**config.mk**
```make
export PLATFORM = sky130hd
export DESIGN_NAME = tdm_demux4
export DESIGN_NICKNAME = d
export VERILOG_FILES = /design/src/rtl/tdm_pkg.sv /design/src/rtl/tdm_slot_tracker.sv /design/src/rtl/tdm_demux4.sv
export SDC_FILE = /design/constraint.sdc
export NUM_CORES = 1
export LEC_CHECK = 0
export BUFFER_PORTS_ARGS = -buffer_cell sky130_fd_sc_hd__buf_4
export CAP_MARGIN = 25
export CORE_ASPECT_RATIO = 1.4
export CORE_MARGIN = 4
export CORE_UTILIZATION = 49
export CTS_BUF_LIST = sky130_fd_sc_hd__clkbuf_16
export CTS_CLUSTER_DIAMETER = 40
export CTS_CLUSTER_SIZE = 25
export DETAILED_ROUTE_END_ITERATION = 10
export GPL_TIMING_DRIVEN = 0
export PLACE_DENSITY_LB_ADDON = 0.08
export RECOVER_POWER = 25
export SYNTH_ARGS = -nofsm -noshare
export SYNTH_HDL_FRONTEND = slang
export SYNTH_HIERARCHICAL = 1
export SYNTH_SLANG_ARGS = --single-unit
```
**constraint.sdc**
```tcl
create_clock -name clk -period 2.6 [get_ports clk]
set_clock_uncertainty 0.1 [all_clocks]
set_input_delay 0.52 -clock clk [delete_from_list [all_inputs] [get_ports clk]]
set_output_delay 0.52 -clock clk [all_outputs]
set_load 0.03 [all_outputs]
```
**src/rtl/tdm_pkg.sv**
```systemverilog
// Shared types for the 4-channel TDM demultiplexer.
// Optional frame buffering is selected in the top with TDM_DEMUX4_FRAME_BUF_EN.
package tdm_pkg;

    localparam int NUM_CH = 4;

    typedef logic [1:0] slot_t;

    typedef enum logic [0:0] {
        HUNT   = 1'b0,
        LOCKED = 1'b1
    } sync_state_t;

    // Slot counter is exactly NUM_CH wide in range, so natural wrap gives 3 -> 0.
    function automatic slot_t slot_inc(input slot_t s);
        return s + slot_t'(1);
    endfunction

endpackage

```
**src/rtl/tdm_slot_tracker.sv**
```systemverilog
// Frame alignment tracker: hunt/locked FSM, slot counter and sticky sync error.
// Produces a combinational write strobe/slot for the data path in the same cycle.
module tdm_slot_tracker
    import tdm_pkg::*;
(
    input  logic  clk,
    input  logic  rst_n,
    input  logic  din_valid,
    input  logic  frame_sync,
    input  logic  err_clr,
    output logic  wr_en,
    output slot_t wr_slot,
    output logic  sync_err,
    output logic  locked
);

    sync_state_t r_state;
    slot_t       r_slot;
    logic        r_err;

    sync_state_t w_state_nxt;
    slot_t       w_slot_nxt;
    logic        w_err_new;

    always_comb begin
        w_state_nxt = r_state;
        w_slot_nxt  = r_slot;
        w_err_new   = 1'b0;
        wr_en       = 1'b0;
        wr_slot     = r_slot;
        if (din_valid) begin
            case (r_state)
                HUNT: begin
                    if (frame_sync) begin
                        wr_en       = 1'b1;
                        wr_slot     = '0;
                        w_slot_nxt  = slot_t'(1);
                        w_state_nxt = LOCKED;
                    end
                end
                LOCKED: begin
                    if (frame_sync) begin
                        // Early sync realigns onto the marker; on-time sync is a normal start.
                        w_err_new  = (r_slot != '0);
                        wr_en      = 1'b1;
                        wr_slot    = '0;
                        w_slot_nxt = slot_t'(1);
                    end else if (r_slot != '0) begin
                        wr_en      = 1'b1;
                        wr_slot    = r_slot;
                        w_slot_nxt = slot_inc(r_slot);
                    end else begin
                        w_err_new   = 1'b1;
                        w_slot_nxt  = '0;
                        w_state_nxt = HUNT;
                    end
                end
                default: begin
                    w_state_nxt = HUNT;
                    w_slot_nxt  = '0;
                end
            endcase
        end
    end

    always_ff @(posedge clk or negedge rst_n) begin
        if (!rst_n) begin
            r_state <= HUNT;
            r_slot  <= '0;
            r_err   <= 1'b0;
        end else begin
            r_state <= w_state_nxt;
            r_slot  <= w_slot_nxt;
            // A fresh error outranks a simultaneous clear.
            if (w_err_new)
                r_err <= 1'b1;
            else if (err_clr)
                r_err <= 1'b0;
        end
    end

    assign sync_err = r_err;
    assign locked   = (r_state == LOCKED);

endmodule

```
**src/rtl/tdm_demux4.sv**
```systemverilog
// Four-channel TDM demultiplexer data path: slot-addressed channel registers.
// Define TDM_DEMUX4_FRAME_BUF_EN to publish whole frames at once via shadow registers.
module tdm_demux4
    import tdm_pkg::*;
#(
    parameter int WIDTH = 8
) (
    input  logic                    clk,
    input  logic                    rst_n,
    input  logic [WIDTH-1:0]        din,
    input  logic                    din_valid,
    input  logic                    frame_sync,
    input  logic                    err_clr,
    output logic [NUM_CH*WIDTH-1:0] ch_data,
    output logic [NUM_CH-1:0]       ch_valid,
    output logic                    frame_done,
    output logic                    sync_err,
    output logic                    locked
);

    logic                         w_wr_en;
    slot_t                        w_wr_slot;
    logic [NUM_CH-1:0]            w_sel;
    logic                         w_commit;

    logic [NUM_CH-1:0][WIDTH-1:0] r_ch;
    logic [NUM_CH-1:0]            r_ch_valid;
    logic                         r_frame_done;

    tdm_slot_tracker u_trk (
        .clk        (clk),
        .rst_n      (rst_n),
        .din_valid  (din_valid),
        .frame_sync (frame_sync),
        .err_clr    (err_clr),
        .wr_en      (w_wr_en),
        .wr_slot    (w_wr_slot),
        .sync_err   (sync_err),
        .locked     (locked)
    );

    for (genvar k = 0; k < NUM_CH; k++) begin : g_sel
        assign w_sel[k] = w_wr_en && (w_wr_slot == slot_t'(k));
    end

    // Writing the last slot always closes an unbroken 0..3 run: any realignment resets to slot 1.
    assign w_commit = w_sel[NUM_CH-1];

`ifdef TDM_DEMUX4_FRAME_BUF_EN
    logic [NUM_CH-2:0][WIDTH-1:0] r_shadow;
    logic [NUM_CH-1:0][WIDTH-1:0] w_frame;
    logic                         w_discard;

    // A valid sample that writes nothing while locked is a missing-sync drop.
    assign w_discard = din_valid && locked && !w_wr_en;

    always_ff @(posedge clk or negedge rst_n) begin
        if (!rst_n) begin
            r_shadow <= '0;
        end else if (w_discard) begin
            r_shadow <= '0;
        end else begin
            for (int k = 0; k < NUM_CH-1; k++)
                if (w_sel[k])
                    r_shadow[k] <= din;
        end
    end

    always_comb begin
        w_frame           = '0;
        w_frame[NUM_CH-1] = din;
        for (int k = 0; k < NUM_CH-1; k++)
            w_frame[k] = r_shadow[k];
    end

    always_ff @(posedge clk or negedge rst_n) begin
        if (!rst_n) begin
            r_ch         <= '0;
            r_ch_valid   <= '0;
            r_frame_done <= 1'b0;
        end else begin
            r_ch_valid   <= {NUM_CH{w_commit}};
            r_frame_done <= w_commit;
            if (w_commit)
                r_ch <= w_frame;
        end
    end
`else
    always_ff @(posedge clk or negedge rst_n) begin
        if (!rst_n) begin
            r_ch         <= '0;
            r_ch_valid   <= '0;
            r_frame_done <= 1'b0;
        end else begin
            r_ch_valid   <= w_sel;
            r_frame_done <= w_commit;
            for (int k = 0; k < NUM_CH; k++)
                if (w_sel[k])
                    r_ch[k] <= din;
        end
    end
`endif

    assign ch_data    = r_ch;
    assign ch_valid   = r_ch_valid;
    assign frame_done = r_frame_done;

endmodule

```
* Yosys cells after proc, flatten, opt, wreduce, memory -nomap -nowiden
Cells that the tools add are included.
** Cells by class
- Equal/unequal tests :: 4
- Add/sub/neg operators :: 1
- Reduce and logical (&&, ||, !) cells :: 8
- Muxes and demuxes :: 17
- Bitwise gates (word level) :: 1
** Operator list (number)
- 1-bit 2-to-1 mux :: 10
- 2-bit 2-to-1 mux :: 5
- 2-bit == test (second input constant) :: 2
- 1-bit logical AND :: 4
- 2-bit case mux with 2 select lines :: 1
- 2-bit nonzero test :: 2
- 2-bit by 1-bit adder with 2-bit output (second input constant) :: 1
- 2-bit by 1-bit == test with 1-bit output (second input constant) :: 1
- 2-bit logical NOT :: 1
- 2-bit != test (second input constant) :: 1
- 1-bit case mux with 2 select lines :: 1
- 2-bit AND reduction :: 1
- 1-bit inverter :: 1
** Storage, ports and cells
- Output and inout port bits :: 39
- Bits of input ports :: 13
- Bits in registers :: 41

* Depth between registers and ports, before layout
Gate-level depths: netlist (run 1).
- Depth in word-level cells :: 6
- Gate-level depth with buffers :: 7
- Mapped depth without buffers :: 6

* Cells and area by module
Netlist (run 1), hierarchy kept.
** Modules (own cells, without submodules)
- tdm_demux4 :: cells each 77, times used 1, area each 1336.3 sq um, seq. area each 900.9 sq um
- tdm_slot_tracker :: cells each 27, times used 1, area each 256.5 sq um, seq. area each 100.1 sq um

* Worst setup path before layout (run 1)
No wires, ideal clock.
- Path type :: flip-flop to flip-flop
- Start point :: register u_trk.r_slot[0]
- End point :: register r_ch (netlist bit ch_data[0])
- Cell stages (with the launch flop) :: 8
- Path slack :: 371 ps
- Setup time :: 125 ps
- Data arrival time :: 2004 ps
- Buffers on the path :: 1
- Cells stage by stage :: dfrtp_1 -> inv_1 -> ha_1 -> ha_1 -> a211oi_1 -> nor3b_2 -> buf_6 -> mux2_2
** Between the ends
- Word-level cells in the longest chain between the ends :: 6
- Elaborated cells on any way between the ends :: 9
- Classes of those cells :: mux (6); reduce/logical (3)
** RTL lines
- from (decl) :: RTL line tdm_slot_tracker.sv:18 : slot_t r_slot;
- from (signal assigned) :: RTL line tdm_slot_tracker.sv:73 : r_slot <= w_slot_nxt;
- 2-bit nonzero test :: RTL line tdm_slot_tracker.sv:48 : end else if (r_slot != '0) begin
- 1-bit 2-to-1 mux :: RTL line tdm_slot_tracker.sv:48
- 1-bit 2-to-1 mux :: RTL line tdm_slot_tracker.sv:42 : if (frame_sync) begin
- 1-bit case mux with 2 select lines :: RTL line tdm_slot_tracker.sv:32 : case (r_state)
- 1-bit 2-to-1 mux :: RTL line tdm_slot_tracker.sv:31 : if (din_valid) begin
- named net w_wr_en :: RTL line tdm_demux4.sv:21 : logic w_wr_en;
- 1-bit logical AND :: RTL line tdm_demux4.sv:43 : assign w_sel[k] = w_wr_en && (w_wr_slot == slot_t'(k));
- named net w_sel[0] :: RTL line tdm_demux4.sv:23 : logic [NUM_CH-1:0] w_sel;
- to (signal, indexed assignment) :: RTL line tdm_demux4.sv:99 : r_ch[k] <= din;
- to (decl) :: RTL line tdm_demux4.sv:26 : logic [NUM_CH-1:0][WIDTH-1:0] r_ch;
The timed path passes the listed nets, and every way through them passes these cells.
A chain may end at the register's enable or synchronous reset.

* Worst setup path after layout (run 1)
- Start point :: register u_trk.r_slot[0]
- End point :: register r_ch (netlist bit ch_data[4])
The elaborated chain is that of the path after synthesis.

==> results of run 1 <==
-- state kept, by name, indices dropped and copies added (netlist names) --
signal,cells
u_trk/sync_err,1
ch_valid,4
u_trk/locked,1
ch_data,32
u_trk/r_slot,2
-- layer usage --
layer,GRT usage,up-vias
li1,-,472
met1,0.173,538
met2,0.313,37
met3,0.0695,5
met4,0.0950,0
met5,0,-
-- worst paths after layout --
check / startpoint / end / slack [ps] / depth (start not counted)
min: err_clr / u_trk/sync_err / 340 / 2
max in group asynchronous: rst_n / ch_data[22] / 480 / 1
min reg2reg: ch_data[16] / ch_data[16] / 400 / 1
max: u_trk/r_slot[0] / ch_data[4] / 270 / 7
max reg2reg: u_trk/r_slot[0] / ch_data[4] / 270 / 7
min in group asynchronous: rst_n / u_trk/locked / 740 / 1
-- logic make-up after synthesis --
logic type,count (synthesis),synth area share
fa+ha+maj,3,0.0236
flops,40,0.628
compound gates,8,0.0354
mux,32,0.226
simple gates,10,0.0526
buf+inv,11,0.0338
-- repair_timing --
action | CTS | global route
buffers inserted | 0 | 0
endpoints found under the setup margin | 0 | 32
gates resized for setup | 0 | 1
-- area by class of cell --
type                            instances  area share
Multi-Input combinational cell         53       0.252
Timing Repair Buffer                   50       0.173
Inverter                                8      0.0140
Buffer                                  3      0.0110
Clock inverter                          2     0.00407
Tap cell                               39      0.0227
Sequential cell                        40       0.465
Clock buffer                            5      0.0581
-- placed cells by master, fill, tap and decap left out, types with 2 or more instances in the layout --
cell	instances
mux2_2	32
nand3b_2	2
a21oi_1	3
dfrtp_1	40
ha_1	3
a211oi_2	2
clkbuf_16	5
inv_1	9
nor2_1	2
buf_4	50
-- power breakdown --
| part | switching [W] | internal, W | total, W |
|---|---|---|---|
| combinational | 0.000867 | 0.000627 | 0.00149 |
| clock | 0.000212 | 0.000344 | 0.000556 |
| sequential | 0.000161 | 0.000912 | 0.00107 |
| total | 0.00124 | 0.00188 | 0.00312 |
-- critical path, delay by kind of cell (launching register included) --
family,cells,cell delay (ps)
AO/OA/AOI/OAI,1,430
adder cells (fa/ha/maj),2,420
buffers and inverters,2,270
flip-flops,1,350
multiplexers,1,340
AND/OR/NAND/NOR,1,290
-- metrics by stage --
| step | hold WS, ps | power (W) | worst slack, ps | util |
|---|---|---|---|---|
| detailed placement | 396 | 0.00259 | 51.5 | 0.646 |
| floorplan | 124 | 0.00200 | 371 | - |
| CTS | 124 | 0.00316 | 32.4 | 0.689 |
| global placement | 390 | 0.00254 | 138 | 0.646 |
| finish | 342 | 0.00312 | 265 | 0.689 |
| global route | 345 | 0.00330 | 119 | 0.689 |
==> results.sh, run 1 <==
export IMPL_status="finished with violations"
export IMPL_violations="max-capacitance violations, max-slew violations"
export IMPL_grt_pass1_vias=1121
export IMPL_p_leak_nw=1.07
export IMPL_syn_inst=104
export IMPL_finalNonFillerCells=200
export IMPL_core_mm2=0.00312
export IMPL_root_buffer="clkbuf_16"
export IMPL_synthDistinctLibCells=21
export IMPL_worst_slew_pin_slew_ps=2070
export IMPL_wl_met2_um=1800
export IMPL_yosysMostFrequentCell="dfrtp_1"
export IMPL_syn_nets=120
export IMPL_critPathSlowestCell="a211oi_2"
export IMPL_cts_tree="built"
export IMPL_yosys_warnings=6
export IMPL_dp_final_hpwl_um=2290
export IMPL_yosys_top_cells_area="dfrtp_1 (63%), mux2_2 (23%), ha_1 (2.4%)"
export IMPL_drive_above_1_share=0.596
export IMPL_fin_crit_ps=2330
export IMPL_setup_tns_ps=0
export IMPL_die_h_um=75.5
export IMPL_regArea_mm2=0.00100
export IMPL_gr_total_overflow=0
export IMPL_synthFlopType="dfrtp_1"
export IMPL_cp_arrival_ps=2390
export IMPL_power_density_mw_per_mm2=1450
export IMPL_grt_pass1_wl_um=5430
export IMPL_finalInstanceArea_mm2=0.00215
export IMPL_multi_input_area_um2=543
export IMPL_cp_end_kind="register"
export IMPL_required_ps=2660
export IMPL_finalHoldViolCount=0
export IMPL_initial_core_util=0.510
export IMPL_rsz0062_at_grt="false"
export IMPL_crit_chain="inv_1 > ha_1 > ha_1 > a211oi_2 > nor3b_2 > buf_6 > mux2_2"
export IMPL_cts_inserted_buffers=5
export IMPL_dpl_instance_area_mm2=0.00202
export IMPL_cts_reportedPaths_clkPinSlew_ps=50
export IMPL_fmax_mhz=428
export IMPL_htreeDepth=2
export IMPL_finalSetupViolations=0
export IMPL_seq_area_frac_synth=0.628
export IMPL_final_period_utilization=0.898
export IMPL_synthArstFlopShare=1.00
export IMPL_dr_wl_met3_um=242
export IMPL_rows=24
export IMPL_critPathMaxStageDelay_ps=430
export IMPL_fp_dieW_um=56.2
export IMPL_avgSynthCellArea_um2=15.3
export IMPL_synth_top_cell_area_share=0.628
export IMPL_top_layer_used="met4"
export IMPL_ir_worst_vdd_v=0.000911
export IMPL_wl_met1_um=1230
export IMPL_dieArea_mm2=0.00424
export IMPL_antenna_found_initial=0
export IMPL_ys_ff_latch=40
export IMPL_synth_common_cells="dfrtp_1 (40), mux2_2 (32), inv_1 (8)"
export IMPL_slew_viol_final=41
export IMPL_clockBufferDepth=2
export IMPL_port_buffers=50
export IMPL_routabilityCongestion=0.720
export IMPL_place_inst=193
export IMPL_syn_area_mm2=0.00159
export IMPL_drt_first_pass_iters=4
export IMPL_drc=0
export IMPL_synth_edf_count=0
export IMPL_vias_per_cell=5.26
export IMPL_numClockSinks=40
export IMPL_grt_max_degree=41
export IMPL_diodes=0
export IMPL_dr_first_iter_drc_count=16
export IMPL_yosys_area_top_type="dfrtp_1"
export IMPL_antenna_left=0
export IMPL_crit_type="register to register"
export IMPL_maxCapViolCount=1
export IMPL_vias=1052
export IMPL_min_path_type="primary input to register"
export IMPL_clk_latency_ps=280
export IMPL_start_kind="register"
export IMPL_grt_use_total=0.174
export IMPL_postCtsHoldBufs=0
export IMPL_io_pins=52
export IMPL_routedWlPerCell_um=16.6
export IMPL_area_growth_pct=35.1
export IMPL_max_slew_margin_rel=-0.379
export IMPL_critPathMaxFanout=9
export IMPL_crit_top_cell="ha_1"
export IMPL_drt_wl_total_um=3320
export IMPL_nets=177
export IMPL_n_fill_cell=256
No activity file was read; power rests on OpenSTA's default activity.
==> run 2, diff against run 1 <==
- CORE_MARGIN: 4 -> default
==> run 2 against run 1 <==
Against the previous run:
- the flow now finishes without violations
- fmax grew 0.89%
- sequential share of layout area hardly changed
- combinational power about the same
- first-iteration DRC count decreased by 38%
- utilization up 0.71 points
- die area down 18%
- worst setup slack improved by 21 ps
- critical path type unchanged
- critical endpoint is now ch_data[2]
==> results.sh, run 2 (synthesized netlist as in run 1, its figures left out) <==
export IMPL_maxCapViolCount=0
export IMPL_dieArea_mm2=0.00349
export IMPL_die_h_um=69.5
export IMPL_required_ps=2660
export IMPL_port_buffers=50
export IMPL_pre_cts_ws_ps=-1.16
export IMPL_max_slew_margin_rel=0.352
export IMPL_dr_wl_met3_um=172
export IMPL_rsz0062_at_grt="false"
export IMPL_core_mm2=0.00309
export IMPL_fin_crit_ps=2310
export IMPL_io_pins=52
export IMPL_htreeDepth=2
export IMPL_setup_ws_ps=286
export IMPL_finalHoldViolCount=0
export IMPL_numClockSinks=40
export IMPL_slew_viol_final=0
export IMPL_cts_reportedPaths_clkPinSlew_ps=50
export IMPL_cp_arrival_ps=2370
export IMPL_initial_core_util=0.515
export IMPL_gr_total_overflow=0
export IMPL_vias=1032
export IMPL_dpl_instance_area_mm2=0.00202
export IMPL_grt_pass1_vias=1043
export IMPL_drive_above_1_share=0.602
export IMPL_cts_inserted_buffers=5
export IMPL_clk_latency_ps=280
export IMPL_area_growth_pct=35.2
export IMPL_wl_met1_um=1200
export IMPL_dr_first_iter_drc_count=10
export IMPL_final_period_utilization=0.890
export IMPL_worst_slew_pin_slew_ps=972
export IMPL_largest_register_ff_count=32
export IMPL_routedWlPerCell_um=15.5
export IMPL_grt_use_total=0.194
export IMPL_status="complete, no violations"
export IMPL_drt_first_pass_iters=6
export IMPL_n_fill_cell=228
export IMPL_finalSetupViolations=0
export IMPL_power_density_mw_per_mm2=1450
export IMPL_p_leak_nw=1.08
export IMPL_root_buffer="clkbuf_16"
export IMPL_rr_worst_depth=7
export IMPL_postCtsSetupBuffers=0
export IMPL_drt_wl_total_um=3100
export IMPL_vias_per_cell=5.16
export IMPL_fp_dieW_um=50.2
export IMPL_cts_tree="built"
export IMPL_postCtsHoldBufs=0
export IMPL_min_path_type="primary input to asynchronous set/reset pin"
export IMPL_finalNonFillerCells=200
export IMPL_fmax_mhz=432
export IMPL_nets=177
export IMPL_grt_max_degree=41
export IMPL_ir_worst_vdd_v=0.00115
export IMPL_final_cell_mix="buf_4 (50), dfrtp_1 (40), mux2_2 (32)"
export IMPL_post_route_util=0.696
export IMPL_start_kind="register"
export IMPL_finalInstanceArea_mm2=0.00215
export IMPL_place_inst=193
export IMPL_grt_pass1_wl_um=4930
export IMPL_drc=0
export IMPL_rows=24
export IMPL_antenna_left=0
export IMPL_crit_type="register to register"
export IMPL_dp_final_hpwl_um=2210
export IMPL_critPathMaxFanout=9
export IMPL_antenna_found_initial=0
export IMPL_routabilityCongestion=0.675
export IMPL_clockBufferDepth=2
export IMPL_mostFrequentLayoutCell="buf_4"
export IMPL_top_layer_used="met4"
export IMPL_wl_met2_um=1670
export IMPL_cp_end_kind="register"
export IMPL_diodes=0
==> run 2: cell counts in the layout (fill, tap and decap cells not counted) <==
Identical to the previous run, type by type.
==> run 2: routing by layer <==
| layer | GRT usage | up-vias |
|---|---|---|
| met5 | 0 | - |
| met4 | 0.105 | 0 |
| met3 | 0.0482 | 5 |
| met2 | 0.330 | 37 |
| met1 | 0.216 | 515 |
| li1 | - | 475 |
==> run 2: timing repair <==
action	CTS	global route
setup endpoints to repair	0	30
gates resized for setup	0	1
endpoints found under the hold margin	0	0
==> run 2: worst paths after layout <==
check | start | slack [ps] | end
hold / removal | rst_n | 290 | ch_valid[3]
setup / recovery | u_trk/r_slot[0] | 290 | ch_data[2]
hold reg to reg | ch_data[16] | 400 | ch_data[16]
setup reg to reg | u_trk/r_slot[0] | 290 | ch_data[2]
max in group asynchronous | rst_n | 1510 | ch_data[4]
min in group clk | err_clr | 340 | u_trk/sync_err
==> run 2: worst max-delay path: stages (launching register included) <==
cell and delay, ps:
dfrtp_1 350, inv_1 100, ha_1 210, ha_1 210, a211oi_2 440, nor3b_2 270, buf_6 180, mux2_2 340
==> run 2: through the flow <==
step           setup TNS, ps  power, W  hold slack, ps
2_1_floorplan              0   0.00200             124
3_3_place_gp               0   0.00254             390
3_5_place_dp           -2.23   0.00259             395
4_1_cts                    0   0.00316             126
5_1_grt                    0   0.00327             351
6_report                   0   0.00313             291
==> run 2: layout make-up <==
type / instances / area (um^2) / share of cell area
buffer: 3 / 23.8 / 0.0110
timing repair buffer: 50 / 373 / 0.173
multi-input combinational: 53 / 543 / 0.252
inverter: 8 / 30.0 / 0.0139
clock inverter: 2 / 8.76 / 0.00407
clock buffer: 5 / 125 / 0.0581
sequential: 40 / 1000 / 0.465
tap: 39 / 48.8 / 0.0227
==> run 2: power by group <==
group | internal [W] | switching, W | total (W)
clock network | 0.000344 | 0.000218 | 0.000562
registers | 0.000911 | 0.000159 | 0.00107
logic | 0.000628 | 0.000866 | 0.00149
total | 0.00188 | 0.00124 | 0.00313
==> run 3, diff against run 2 <==
- CORE_UTILIZATION: 49 -> 44
- SETUP_SLACK_MARGIN: default -> 0.4
- clock period: 2.6 -> 1.9 ns (I/O delays scaled with it)
==> run 3 against run 2 <==
Against the previous run:
- the run now ends with negative setup slack left
- cell count grew 6.5%
- fmax grew 18%
- critical path depth is the same
- final area grew 9.6%
- via count grew 4.0%
- clock-buffer cell count is the same
- worst setup slack lost 340 ps
- die area grew 11%
- clock power grew 36%
- largest power group unchanged
==> results.sh, run 3 (synthesized netlist as in run 1, its figures left out) <==
export IMPL_status="finished with violations"
export IMPL_violations="negative setup slack"
export IMPL_maxCapViolCount=0
export IMPL_hold_worst_slack_ps=193
export IMPL_critPathMaxFanout=5
export IMPL_grt_max_degree=41
export IMPL_drc=0
export IMPL_antenna_found_initial=0
export IMPL_drive_above_1_share=0.659
export IMPL_crit_family="flip-flops"
export IMPL_required_ps=1960
export IMPL_finalHoldViolCount=0
export IMPL_rsz0062_at_grt="true"
export IMPL_crit_top_cell="ha_4"
export IMPL_critPathMaxStageDelay_ps=350
export IMPL_wl_met2_um=1750
export IMPL_grt_pass1_vias=1095
export IMPL_port_buffers=50
export IMPL_io_pins=52
export IMPL_total_power_w=0.00455
export IMPL_max_slew_margin_rel=0.363
export IMPL_dr_first_iter_drc_count=5
export IMPL_drt_first_pass_iters=2
export IMPL_largest_register_ff_count=32
export IMPL_final_cell_mix="buf_4 (57), dfrtp_1 (39), mux2_2 (23)"
export IMPL_initial_core_util=0.467
export IMPL_cp_end_kind="register"
export IMPL_power_density_mw_per_mm2=1930
export IMPL_cts_inserted_buffers=5
export IMPL_nets=188
export IMPL_area_growth_pct=48.2
export IMPL_ir_worst_vdd_v=0.00108
export IMPL_vias=1073
export IMPL_core_mm2=0.00341
export IMPL_cts_reportedPaths_clkPinSlew_ps=60
export IMPL_post_route_util=0.692
export IMPL_rows=25
export IMPL_die_h_um=73.2
export IMPL_numClockSinks=40
export IMPL_grt_pass1_wl_um=5330
export IMPL_cts_tree="built"
export IMPL_grt_use_total=0.198
export IMPL_fin_crit_ps=1950
export IMPL_min_path_type="primary input to register"
export IMPL_pre_cts_ws_ps=-158
export IMPL_routabilityCongestion=0.647
export IMPL_drt_wl_total_um=3340
export IMPL_setup_tns_ps=-335
export IMPL_fp_dieW_um=52.9
export IMPL_start_kind="register"
export IMPL_setup_ws_ps=-54.9
export IMPL_vias_per_cell=5.04
export IMPL_cp_arrival_ps=2010
export IMPL_fmax_mhz=512
export IMPL_dp_final_hpwl_um=2180
export IMPL_dieArea_mm2=0.00387
export IMPL_critPathSlowestCell="dfrtp_1"
export IMPL_htreeDepth=2
export IMPL_gr_total_overflow=0
export IMPL_routedWlPerCell_um=15.7
export IMPL_antenna_left=0
export IMPL_crit_type="register to register"
export IMPL_clockBufferDepth=2
export IMPL_finalSetupViolations=8
export IMPL_mostFrequentLayoutCell="buf_4"
export IMPL_wl_met1_um=1370
export IMPL_root_buffer="clkbuf_16"
export IMPL_slew_viol_final=0
export IMPL_diodes=0
export IMPL_final_period_utilization=1.03
export IMPL_worst_slew_pin_slew_ps=956
export IMPL_p_leak_nw=1.20
export IMPL_crit_chain="inv_2 > ha_4 > ha_4 > a211oi_4 > nor3b_4 > buf_6 > mux2_4"
export IMPL_path_buf_inv=2
export IMPL_top_layer_used="met4"
export IMPL_dr_wl_met3_um=163
export IMPL_clk_latency_ps=270
[run 3: changes by cell type in the layout (fill, tap and decap cells not counted), moves of 2 or more]
cell / before / now
a21oi_1: 3 / 1
a21oi_2: 0 / 2
buf_4: 50 / 57
buf_6: 1 / 3
ha_1: 3 / 1
ha_4: 0 / 2
inv_2: 0 / 2
mux2_2: 32 / 23
mux2_4: 0 / 9
nand3b_4: 0 / 2
[run 3: worst reg2reg max path: cells and delay by family (launching register included)]
kind | cells | cell delay (ps)
muxes | 1 | 310
buffers and inverters | 2 | 250
AOI/OAI and AO/OA | 1 | 220
DFF | 1 | 350
and+or+nand+nor | 1 | 290
adders and majority gates | 2 | 320
[run 3: power breakdown]
part	leakage [nW]	internal, W	switching (W)
clock	0.0762	0.000473	0.000294
sequential	0.483	0.00125	0.000228
combinational	0.637	0.00104	0.00127
total	1.20	0.00276	0.00179
[run 3: repair_timing]
item | 4_1_cts | 5_1_grt
setup endpoints to repair | 36 | 36
pin swaps | 3 | 1
hold buffers | 1 | 0
endpoints found under the hold margin | 40 | 0
resized for setup | 10 | 0
setup buffers | 8 | 0
gates cloned | 2 | 0
[run 3: metrics by stage]
| stage | instances | instance area (um^2) |
|---|---|---|
| 2_1_floorplan | 104 | 1660 |
| 3_3_place_gp | 194 | 2090 |
| 3_5_place_dp | 194 | 2090 |
| 4_1_cts | 213 | 2360 |
| 5_1_grt | 213 | 2360 |
| 6_report | 213 | 2360 |
[run 3: cell type report]
type | count | area, um^2
Multi-Input combinational cell | 54 | 659
Timing Repair Buffer | 60 | 458
Tap cell | 40 | 50.0
Inverter | 8 | 30.0
Buffer | 3 | 23.8
Sequential cell | 40 | 1000
Clock buffer | 5 | 125
Fill cell | 252 | 1050
Clock inverter | 3 | 12.5
[run 3: worst paths after layout]
check,startpoint,end,slack (ps),cells after the start
worst max register to register,u_trk/r_slot[1],ch_data[4],-50,7
worst min register to register,ch_data[28],ch_data[28],400,1
min in group asynchronous,rst_n,ch_data[18],690,2
max in group asynchronous,rst_n,u_trk/locked,360,2
worst min-delay path,err_clr,u_trk/sync_err,190,2
worst max-delay path,u_trk/r_slot[1],ch_data[4],-50,7
[run 3: routing by layer]
metal	global-route usage	vias up
met1	0.238	527
met3	0.0479	5
li1	-	506
met4	0.0965	0
met5	0	-
met2	0.326	35
